===== src/rtl/clock_with_mode_fsm.sv =====
// clock_with_mode_fsm: one-second-per-cycle clock/calendar with alarm, countdown timer and 12/24h display
module clock_with_mode_fsm (
    input  logic        clk,
    input  logic        reset,
    input  logic        mode_btn,
    input  logic        add_hour,
    input  logic        add_minute,
    input  logic        set_timer_btn,
    input  logic        set_alarm_btn,
    input  logic        AM_mode,
    output logic [5:0]  sec,
    output logic [5:0]  min,
    output logic [5:0]  hr,
    output logic        AM_PM,
    output logic [4:0]  day,
    output logic [3:0]  month,
    output logic [11:0] year,
    output logic        timer_buzzer,
    output logic        alarm_buzzer,
    output logic [5:0]  timer_min_left,
    output logic [5:0]  timer_sec_left
);
    typedef enum logic [1:0] {CLOCK = 2'd0, SET_TIMER = 2'd1, SET_ALARM = 2'd2} state_t;

    state_t      state_q, state_d;
    logic [4:0]  btn_q, btn_d, btn_e;
    logic [4:0]  hr24_q, hr24_d, alarm_hr_q, alarm_hr_d, day_q, day_d;
    logic [5:0]  min_q, min_d, sec_q, sec_d, alarm_min_q, alarm_min_d;
    logic [5:0]  t_min_q, t_min_d, t_sec_q, t_sec_d;
    logic [3:0]  month_q, month_d;
    logic [11:0] year_q, year_d;
    logic        alarm_en_q, alarm_en_d, running_q, running_d, buzz_q, buzz_d;
    logic        mode_e, hour_e, minute_e, timer_e, alarm_e, start, arm, adj;
    logic        leap;
    logic [4:0]  mdays, h12;

    // Rising-edge detection; each button compared against its own previous sample
    always_comb begin
        btn_d = {mode_btn, add_hour, add_minute, set_timer_btn, set_alarm_btn};
        btn_e = btn_d & ~btn_q;
        {mode_e, hour_e, minute_e, timer_e, alarm_e} = btn_e;
        start = timer_e && state_q == SET_TIMER && !mode_e;
        arm   = alarm_e && state_q == SET_ALARM && !mode_e;
        adj   = state_q == CLOCK && (hour_e || minute_e);
    end

    // Month length for the current month/year
    always_comb begin
        leap  = ((year_q % 12'd4) == 12'd0 && (year_q % 12'd100) != 12'd0) || (year_q % 12'd400) == 12'd0;
        mdays = (month_q == 4'd2) ? (leap ? 5'd29 : 5'd28) :
                (month_q == 4'd4 || month_q == 4'd6 || month_q == 4'd9 || month_q == 4'd11) ? 5'd30 : 5'd31;
    end

    // Mode FSM next state; mode button takes priority over confirm buttons
    always_comb begin
        state_d = state_q;
        if (mode_e)
            state_d = (state_q == CLOCK) ? SET_TIMER : (state_q == SET_TIMER) ? SET_ALARM : CLOCK;
        else if (start || arm)
            state_d = CLOCK;
    end

    // Timekeeping: manual adjust in CLOCK freezes seconds, otherwise tick with full carry chain
    always_comb begin
        hr24_d  = hr24_q;
        min_d   = min_q;
        sec_d   = sec_q;
        day_d   = day_q;
        month_d = month_q;
        year_d  = year_q;
        if (adj) begin
            if (hour_e)   hr24_d = (hr24_q == 5'd23) ? 5'd0 : hr24_q + 5'd1;
            if (minute_e) min_d  = (min_q == 6'd59) ? 6'd0 : min_q + 6'd1;
        end else begin
            sec_d = (sec_q == 6'd59) ? 6'd0 : sec_q + 6'd1;
            if (sec_q == 6'd59) begin
                min_d = (min_q == 6'd59) ? 6'd0 : min_q + 6'd1;
                if (min_q == 6'd59) begin
                    hr24_d = (hr24_q == 5'd23) ? 5'd0 : hr24_q + 5'd1;
                    if (hr24_q == 5'd23) begin
                        day_d = (day_q >= mdays) ? 5'd1 : day_q + 5'd1;
                        if (day_q >= mdays) begin
                            month_d = (month_q == 4'd12) ? 4'd1 : month_q + 4'd1;
                            if (month_q == 4'd12) year_d = year_q + 12'd1;
                        end
                    end
                end
            end
        end
    end

    // Alarm setting and arming
    always_comb begin
        alarm_hr_d  = alarm_hr_q;
        alarm_min_d = alarm_min_q;
        alarm_en_d  = alarm_en_q || arm;
        if (state_q == SET_ALARM && hour_e)   alarm_hr_d  = (alarm_hr_q == 5'd23) ? 5'd0 : alarm_hr_q + 5'd1;
        if (state_q == SET_ALARM && minute_e) alarm_min_d = (alarm_min_q == 6'd59) ? 6'd0 : alarm_min_q + 6'd1;
    end

    // Countdown timer: edit in SET_TIMER, decrement with borrow while running, buzz on reaching 00:00
    always_comb begin
        t_min_d   = t_min_q;
        t_sec_d   = t_sec_q;
        running_d = running_q;
        buzz_d    = buzz_q;
        if (state_q == SET_TIMER && minute_e) t_min_d = (t_min_q == 6'd59) ? 6'd0 : t_min_q + 6'd1;
        if (state_q == SET_TIMER && hour_e)   t_sec_d = (t_sec_q == 6'd59) ? 6'd0 : t_sec_q + 6'd1;
        if (running_q) begin
            t_sec_d = (t_sec_q == 6'd0) ? 6'd59 : t_sec_q - 6'd1;
            t_min_d = (t_sec_q == 6'd0) ? t_min_q - 6'd1 : t_min_q;
            if (t_min_q == 6'd0 && t_sec_q == 6'd1) begin
                running_d = 1'b0;
                buzz_d    = 1'b1;
            end
        end
        if (mode_e) buzz_d = 1'b0;
        if (start) begin
            running_d = (t_min_q != 6'd0) || (t_sec_q != 6'd0);
            buzz_d    = 1'b0;
        end
    end

    // State registers with synchronous reset
    always_ff @(posedge clk) begin
        if (reset) begin
            state_q     <= CLOCK;
            btn_q       <= '0;
            hr24_q      <= '0;
            min_q       <= '0;
            sec_q       <= '0;
            day_q       <= 5'd1;
            month_q     <= 4'd1;
            year_q      <= 12'd2000;
            alarm_hr_q  <= '0;
            alarm_min_q <= '0;
            alarm_en_q  <= 1'b0;
            t_min_q     <= '0;
            t_sec_q     <= '0;
            running_q   <= 1'b0;
            buzz_q      <= 1'b0;
        end else begin
            state_q     <= state_d;
            btn_q       <= btn_d;
            hr24_q      <= hr24_d;
            min_q       <= min_d;
            sec_q       <= sec_d;
            day_q       <= day_d;
            month_q     <= month_d;
            year_q      <= year_d;
            alarm_hr_q  <= alarm_hr_d;
            alarm_min_q <= alarm_min_d;
            alarm_en_q  <= alarm_en_d;
            t_min_q     <= t_min_d;
            t_sec_q     <= t_sec_d;
            running_q   <= running_d;
            buzz_q      <= buzz_d;
        end
    end

    // Display and buzzer outputs, purely combinational from registers and AM_mode
    always_comb begin
        h12            = (hr24_q == 5'd0 || hr24_q == 5'd12) ? 5'd12 : (hr24_q > 5'd12) ? hr24_q - 5'd12 : hr24_q;
        hr             = {1'b0, AM_mode ? h12 : hr24_q};
        AM_PM          = AM_mode && hr24_q >= 5'd12;
        sec            = sec_q;
        min            = min_q;
        day            = day_q;
        month          = month_q;
        year           = year_q;
        timer_buzzer   = buzz_q;
        alarm_buzzer   = alarm_en_q && hr24_q == alarm_hr_q && min_q == alarm_min_q;
        timer_min_left = t_min_q;
        timer_sec_left = t_sec_q;
    end
endmodule


===== config.mk =====
export PLATFORM = sky130hd
export DESIGN_NAME = clock_with_mode_fsm
export DESIGN_NICKNAME = d
export VERILOG_FILES = /design/src/rtl/clock_with_mode_fsm.sv
export SDC_FILE = /design/constraint.sdc
export NUM_CORES = 1
export LEC_CHECK = 0
export BUFFER_PORTS_ARGS = -buffer_cell sky130_fd_sc_hd__buf_2
export CAP_MARGIN = 0
export CORE_ASPECT_RATIO = 0.6
export CORE_MARGIN = 10
export CORE_UTILIZATION = 49
export CTS_CLUSTER_DIAMETER = 150
export DETAILED_ROUTE_END_ITERATION = 8
export GPL_TIMING_DRIVEN = 0
export PLACE_DENSITY = 0.76
export SLEW_MARGIN = 20
export SYNTH_ARGS = -nofsm -noshare
export SYNTH_HDL_FRONTEND = slang
export SYNTH_SLANG_ARGS = --single-unit

===== constraint.sdc =====
create_clock -name clk -period 6.4 [get_ports clk]
set_clock_uncertainty 0.1 [all_clocks]
set_input_delay 0 -clock clk [delete_from_list [all_inputs] [get_ports clk]]
set_output_delay 0 -clock clk [all_outputs]
set_load 0.005 [all_outputs]

== After elaboration in Yosys (flattened, before gate mapping) ==
Cells that the tools add are included.
Widths: inputs -> output; s select.

* Register bits: 71
* Output and inout bits: 54
* Word-level logic and storage cells: 139

* Add/subtract/negate cells: 13
* Div/mod/pow operators: 2
* $lt $le $gt $ge: 3
* Eq/ne operators: 22
* Multiplexer cells: 35
* Bitwise gates (word level): 3
* Reductions and logical operators: 46

{| class="wikitable"
|+ Operator list
! kind !! number
|-
| $mux 6 || 14
|-
| $mux 5 || 10
|-
| $add 6x1->6 const B || 5
|-
| $eq 6x6->1 const B || 5
|-
| $logic_not 12->1 || 2
|-
| $add 5x1->5 const B || 3
|-
| $logic_and 1x1->1 || 14
|-
| $add 12x1->12 const B || 1
|-
| $eq 4x4->1 const B || 3
|-
| $logic_not 6->1 || 2
|-
| $mod 12x7->12 const B || 1
|-
| $mod 12x9->12 const B || 1
|-
| $reduce_bool 12->1 || 1
|-
| $reduce_bool 6->1 || 2
|-
| $sub 6x1->6 const B || 2
|-
| $eq 5x5->1 const B || 2
|-
| $mux 2 || 5
|-
| $reduce_bool 2->1 || 5
|-
| $logic_or 1x1->1 || 9
|-
| $eq 4x3->1 const B || 2
|-
| $eq 6x1->1 const B || 1
|-
| $eq 6x6->1 || 1
|-
| $reduce_and 2->1 || 3
|-
| $reduce_and 6->1 || 1
|-
| other kinds (24) || 29
|}

== Depth between registers and ports, before layout ==
* Depth in word-level cells: 8
* Mapped depth: 28
* Gate-level depth less buffers: 24

== Least setup slack after synthesis ==
Ideal clock, no wire load.

* Kind: register to register
* Start: register year_q[9] (netlist: year[9])
* End: register year_q[8] (netlist: year[8])
* Setup time: 0.063 ns
* Arrival time: 5.009 ns
* Required time: 6.237 ns
* Slack: 1.229 ns
* Cell stages (with the launch flop): 26
* Buffers on the path: 3
* Period minus slack after synthesis: 5.171 ns
* Cells stage by stage: dfxtp_1 > buf_6 > or2_4 > a31oi_4 > a22oi_4 > o21a_4 > o311ai_2 > a211o_1 > buf_6 > o21a_4 > nand2_1 > or4b_4 > and2_4 > o41ai_2 > a31oi_1 > ha_1 > inv_1 > a21boi_0 > o21ai_0 > nor2_1 > and4_1 > buf_2 > nand2_1 > or3_1 > or3_1 > nand3_1

* Word-level cells in the longest chain between the ends: 8
* Elaborated cells on any way between the ends: 10

{| class="wikitable"
|+ Ends and longest elaborated chain
! item !! RTL line !! text
|-
| start, declared || 31 || <nowiki>logic [11:0] year_q, year_d;</nowiki>
|-
| start signal, assigned || 150 || <nowiki>year_q <= year_d;</nowiki>
|-
| $mod 12x7->12 || 49 || <nowiki>leap = ((year_q % 12'd4) == 12'd0 && (year_q % 12'd100) != 12'd0) || (year_q % 12'd400) == 12'd0;</nowiki>
|-
| $reduce_bool 12->1 || 49 ||
|-
| $logic_and 1x1->1 || 49 ||
|-
| $logic_or 1x1->1 * || 49 ||
|-
| $mux 1 * || 50 || <nowiki>mdays = (month_q == 4'd2) ? (leap ? 5'd29 : 5'd28) :</nowiki>
|-
| $mux 2 * || 50 ||
|-
| $ge 5x5->1 * || 82 || <nowiki>if (day_q >= mdays) begin</nowiki>
|-
| $reduce_and 6->1 (no line) * || - ||
|}

Mark *: on every way between the ends. The rest lies on a longest branch, timed or not.
A chain may end at the register's enable or synchronous reset.

== Worst setup path in the final report ==
* Start: register year_q[10] (netlist: year[10])
* End: register year_q[11] (netlist: year[11])

* Word-level cells in the longest chain between the ends: 8
* Elaborated cells on any way between the ends: 11

{| class="wikitable"
|+ Ends and longest elaborated chain
! item !! RTL line
|-
| $mod 12x7->12 || 49
|-
| $reduce_bool 12->1 || 49
|-
| $logic_and 1x1->1 || 49
|-
| $logic_or 1x1->1 || 49
|-
| $mux 1 || 50
|-
| $mux 2 || 50
|-
| $ge 5x5->1 || 82
|-
| $reduce_and 6->1 (no line) || -
|}

Several ways; a longest one is shown, not always the timed one.

==> results.yml <==
min_path:
  hold_class: "input pin to register"
placed_design:
  place_congestion: 0.9326
  dpl.hpwl_mm: 11.27
  dpl.cell_count: 847
  place_ws_ns: 0.1950
  port_buffers: 59
timing:
  timing.slew.headroom: 0.4365
  setup_viol: 0
  finalCriticalPeriod_ns: 6.100
  hold_viol: 0
  worstMarginPinSlew_ns: 0.8344
  finalCritPeriodShare: 0.9531
  fmax_mhz: 163.9
  setup_ws_ns: 0.3004
  drv_slew: 0
floorplanning:
  fp-row-count: 29
  io_pins: 62
  core-area_mm2: 0.01045
  die_area_mm2: 0.01528
  die_h_um: 99.83
  dieWidth_um: 153.0
  start_util: 0.4980
drt:
  drc: 0
  vias: 5106
  first_pass_iters: 6
  ant_nets: 0
  wirelength_mm: 15.06
  vias_per_cell: 5.869
  drt_iter0_drc: 441
  wl_per_cell_um: 17.31
cts:
  root_buffer: "clkbuf_16"
  cts_buffer_depth: 2
  insertion_delay_ns: 0.34
  cts_max_level: 3
  clkSlewWorstSetupHoldPaths_ns: 0.06
  cts.sinks: 71
  cts_buffers: 9
  cts_tree: "yes"
critical_path:
  cp-end-kind: "register"
  worst_setup_path_start_kind: "register"
  arrival_ns: 6.20
  critical_path_class: "register to register"
  required_ns: 6.51
  cp_max_fo: 10
flow_run:
  timing.max_cap.violations: 0
cells_and_area:
  area_growth_syn_to_layout_pct: 16.64
  regArea_mm2: 0.001421
  final_core_util: 0.5808
  nets: 759
  multi_input_area_mm2: 0.003500
  fillers: 967
  antenna_cells: 0
  drive_gt1_frac: 0.1833
  layoutNonFillerInstCount: 870
power:
  irDropWorstVdd_v: 0.0001296
  power.leakage_nw: 2.378
  power_density_mw_per_mm2: 179.3
grt:
  antenna_found_initial: 0
  grt_use_total: 0.1869
  grt_max_degree: 14
  grt_pass1_wl_mm: 24.23
  grt_pass1_vias: 4765
  grt_overflow: 0
synth:
  synth_cells: 649
  synth_area_per_cell_um2: 8.018
  synth_edf_count: 0
  ys_warn_count: 0
  synthArstFlopShare: 0
  ys_types: 92
  ys_seq_area_frac: 0.2731
  synth_area_mm2: 0.005204
  ys_ff_latch: 71
  syn_nets: 682
  synth-main-ff-cell: "dfxtp_1"
outcome:
  status: "completed"
-- registers in the layout, summed over array words and instances, names as in the netlist --
signal / cells
year: 12
day: 5
timer_min_left: 6
sec: 6
alarm_min_q: 6
state_q: 2
timer_sec_left: 6
alarm_en_q: 1
min: 6
timer_buzzer: 1
btn_q: 5
hr24_q: 5
alarm_hr_q: 5
running_q: 1
month: 4
-- report_power, final --
part | leakage, nW | internal [mW] | switching, mW | total [mW]
Combinational | 1.66 | 0.0430 | 0.0663 | 0.109
Sequential | 0.575 | 0.453 | 0.0137 | 0.467
Clock | 0.143 | 0.305 | 0.208 | 0.512
Total | 2.38 | 0.801 | 0.288 | 1.09
-- worst max-delay path: stages, from the launching register on --
cell and delay, ns:
dfxtp_1 0.44, buf_6 0.19, nand2_1 0.09, a211oi_1 0.42, and4b_1 0.25, buf_2 0.22
nor2_1 0.07, a21bo_2 0.21, o21ai_1 0.27, o21ai_1 0.17, a221oi_4 0.42, a21boi_1 0.27
nor3_2 0.08, o41ai_2 0.34, a31oi_1 0.13, ha_1 0.29, inv_1 0.03, a21boi_0 0.13
o21ai_0 0.13, nor2_2 0.21, and4_1 0.22, buf_2 0.20, nand4_1 0.24, nor2_2 0.29
and3_1 0.24, nand3_1 0.10, xnor2_1 0.14, nor2_1 0.06
-- routing by layer --
layer	global-route usage	vias up	routed length [µm]
li1	-	2493	-
met1	0.2625	2398	7280
met2	0.2763	188	6433
met3	0.05295	27	1138
met4	0.04234	0	206
met5	0	-	0
-- area by class of cell --
type,count,share of cell area
plain buffers,38,0.03608
repair buffers,66,0.05937
inverters,26,0.01608
multi-input cells,514,0.5766
clock buffers,10,0.03772
flip-flops and latches,71,0.2342
well taps,139,0.02865
clock inverters,6,0.01134
-- cell usage in the layout, fill, tap and decap left out, drive strengths merged, types with 4 or more instances in the layout --
| master | synthesis | layout |
|---|---|---|
| a211oi | 7 | 7 |
| a21boi | 4 | 4 |
| a21o | 5 | 5 |
| a21oi | 35 | 35 |
| a221oi | 6 | 6 |
| a22oi | 4 | 4 |
| a311oi | 6 | 6 |
| a31oi | 13 | 13 |
| a41oi | 4 | 4 |
| and2 | 5 | 5 |
| and3 | 5 | 5 |
| buf | 18 | 79 |
| clkbuf | 20 | 30 |
| dfxtp | 71 | 71 |
| dlygate4sd3 | 0 | 5 |
| ha | 25 | 25 |
| inv | 25 | 27 |
| mux2i | 8 | 8 |
| nand2 | 53 | 53 |
| nand2b | 9 | 9 |
| nand3 | 17 | 17 |
| nand4 | 18 | 18 |
| nor2 | 84 | 84 |
| nor2b | 10 | 10 |
| nor3 | 21 | 21 |
| nor3b | 6 | 6 |
| o2111ai | 5 | 5 |
| o211ai | 6 | 6 |
| o21a | 6 | 6 |
| o21ai | 38 | 38 |
| or3 | 12 | 12 |
| xnor2 | 31 | 31 |
| xor2 | 22 | 22 |
-- metrics by stage --
stage                     total power, mW  area, µm²  setup TNS [ns]  hold slack, ns
after floorplan                    0.5434       5204               0         0.01694
after global placement             0.5753       5673               0          0.1221
after detailed placement           0.5807       5673               0          0.1291
after CTS                           1.092       6021               0         0.08252
after global routing                1.125       6070        -0.05453          0.1083
final                               1.088       6070               0         0.09671
-- final timing paths --
kind                          from  cells past startpoint  slack (ns)                     to
max          year[10]$_SDFFE_PP1P_                     27        0.30  year[11]$_SDFFE_PP0P_
max reg2reg  year[10]$_SDFFE_PP1P_                     27        0.30  year[11]$_SDFFE_PP0P_
min reg2reg  alarm_en_q$_SDFF_PP0_                      2        0.41  alarm_en_q$_SDFF_PP0_
min                          reset                      2         0.1  month[0]$_SDFFE_PP1P_
-- cell usage after synthesis, types with 7 or more instances --
| library cell | instances | share of area |
|---|---|---|
| xnor2_1 | 31 | 0.052 |
| mux2i_1 | 8 | 0.015 |
| nand2b_1 | 9 | 0.011 |
| nor2b_1 | 10 | 0.012 |
| inv_1 | 24 | 0.017 |
| a211oi_1 | 7 | 0.010 |
| or3_1 | 12 | 0.014 |
| nand4_1 | 18 | 0.022 |
| nor2_1 | 82 | 0.059 |
| nor3_1 | 19 | 0.018 |
| nand2_1 | 53 | 0.038 |
| buf_6 | 7 | 0.015 |
| a31oi_1 | 10 | 0.012 |
| nand3_1 | 17 | 0.016 |
| o21ai_0 | 31 | 0.030 |
| ha_1 | 25 | 0.060 |
| dfxtp_1 | 71 | 0.27 |
| xor2_1 | 21 | 0.035 |
| clkbuf_1 | 19 | 0.014 |
| a21oi_1 | 34 | 0.033 |
-- cells by family after synthesis --
logic type                 Yosys count  share of synthesized area
muxes                                9                    0.01755
AOI/OAI and AO/OA                  164                     0.2421
other                                1                  0.0007206
xor gates and xnor gates            53                    0.09065
buffers and inverters               64                    0.06083
adders and majority gates           26                    0.06203
and+or+nand+nor                    261                     0.2529
DFF                                 71                     0.2731
-- timing repair --
action / in CTS / in global routing
endpoints found under the setup margin: 0 / 6
gates resized for setup: 0 / 5
setup buffers: 0 / 2
hold buffers: 5 / 0
hold endpoints to repair: 7 / 0
No activity file was read; power rests on OpenSTA's default activity.
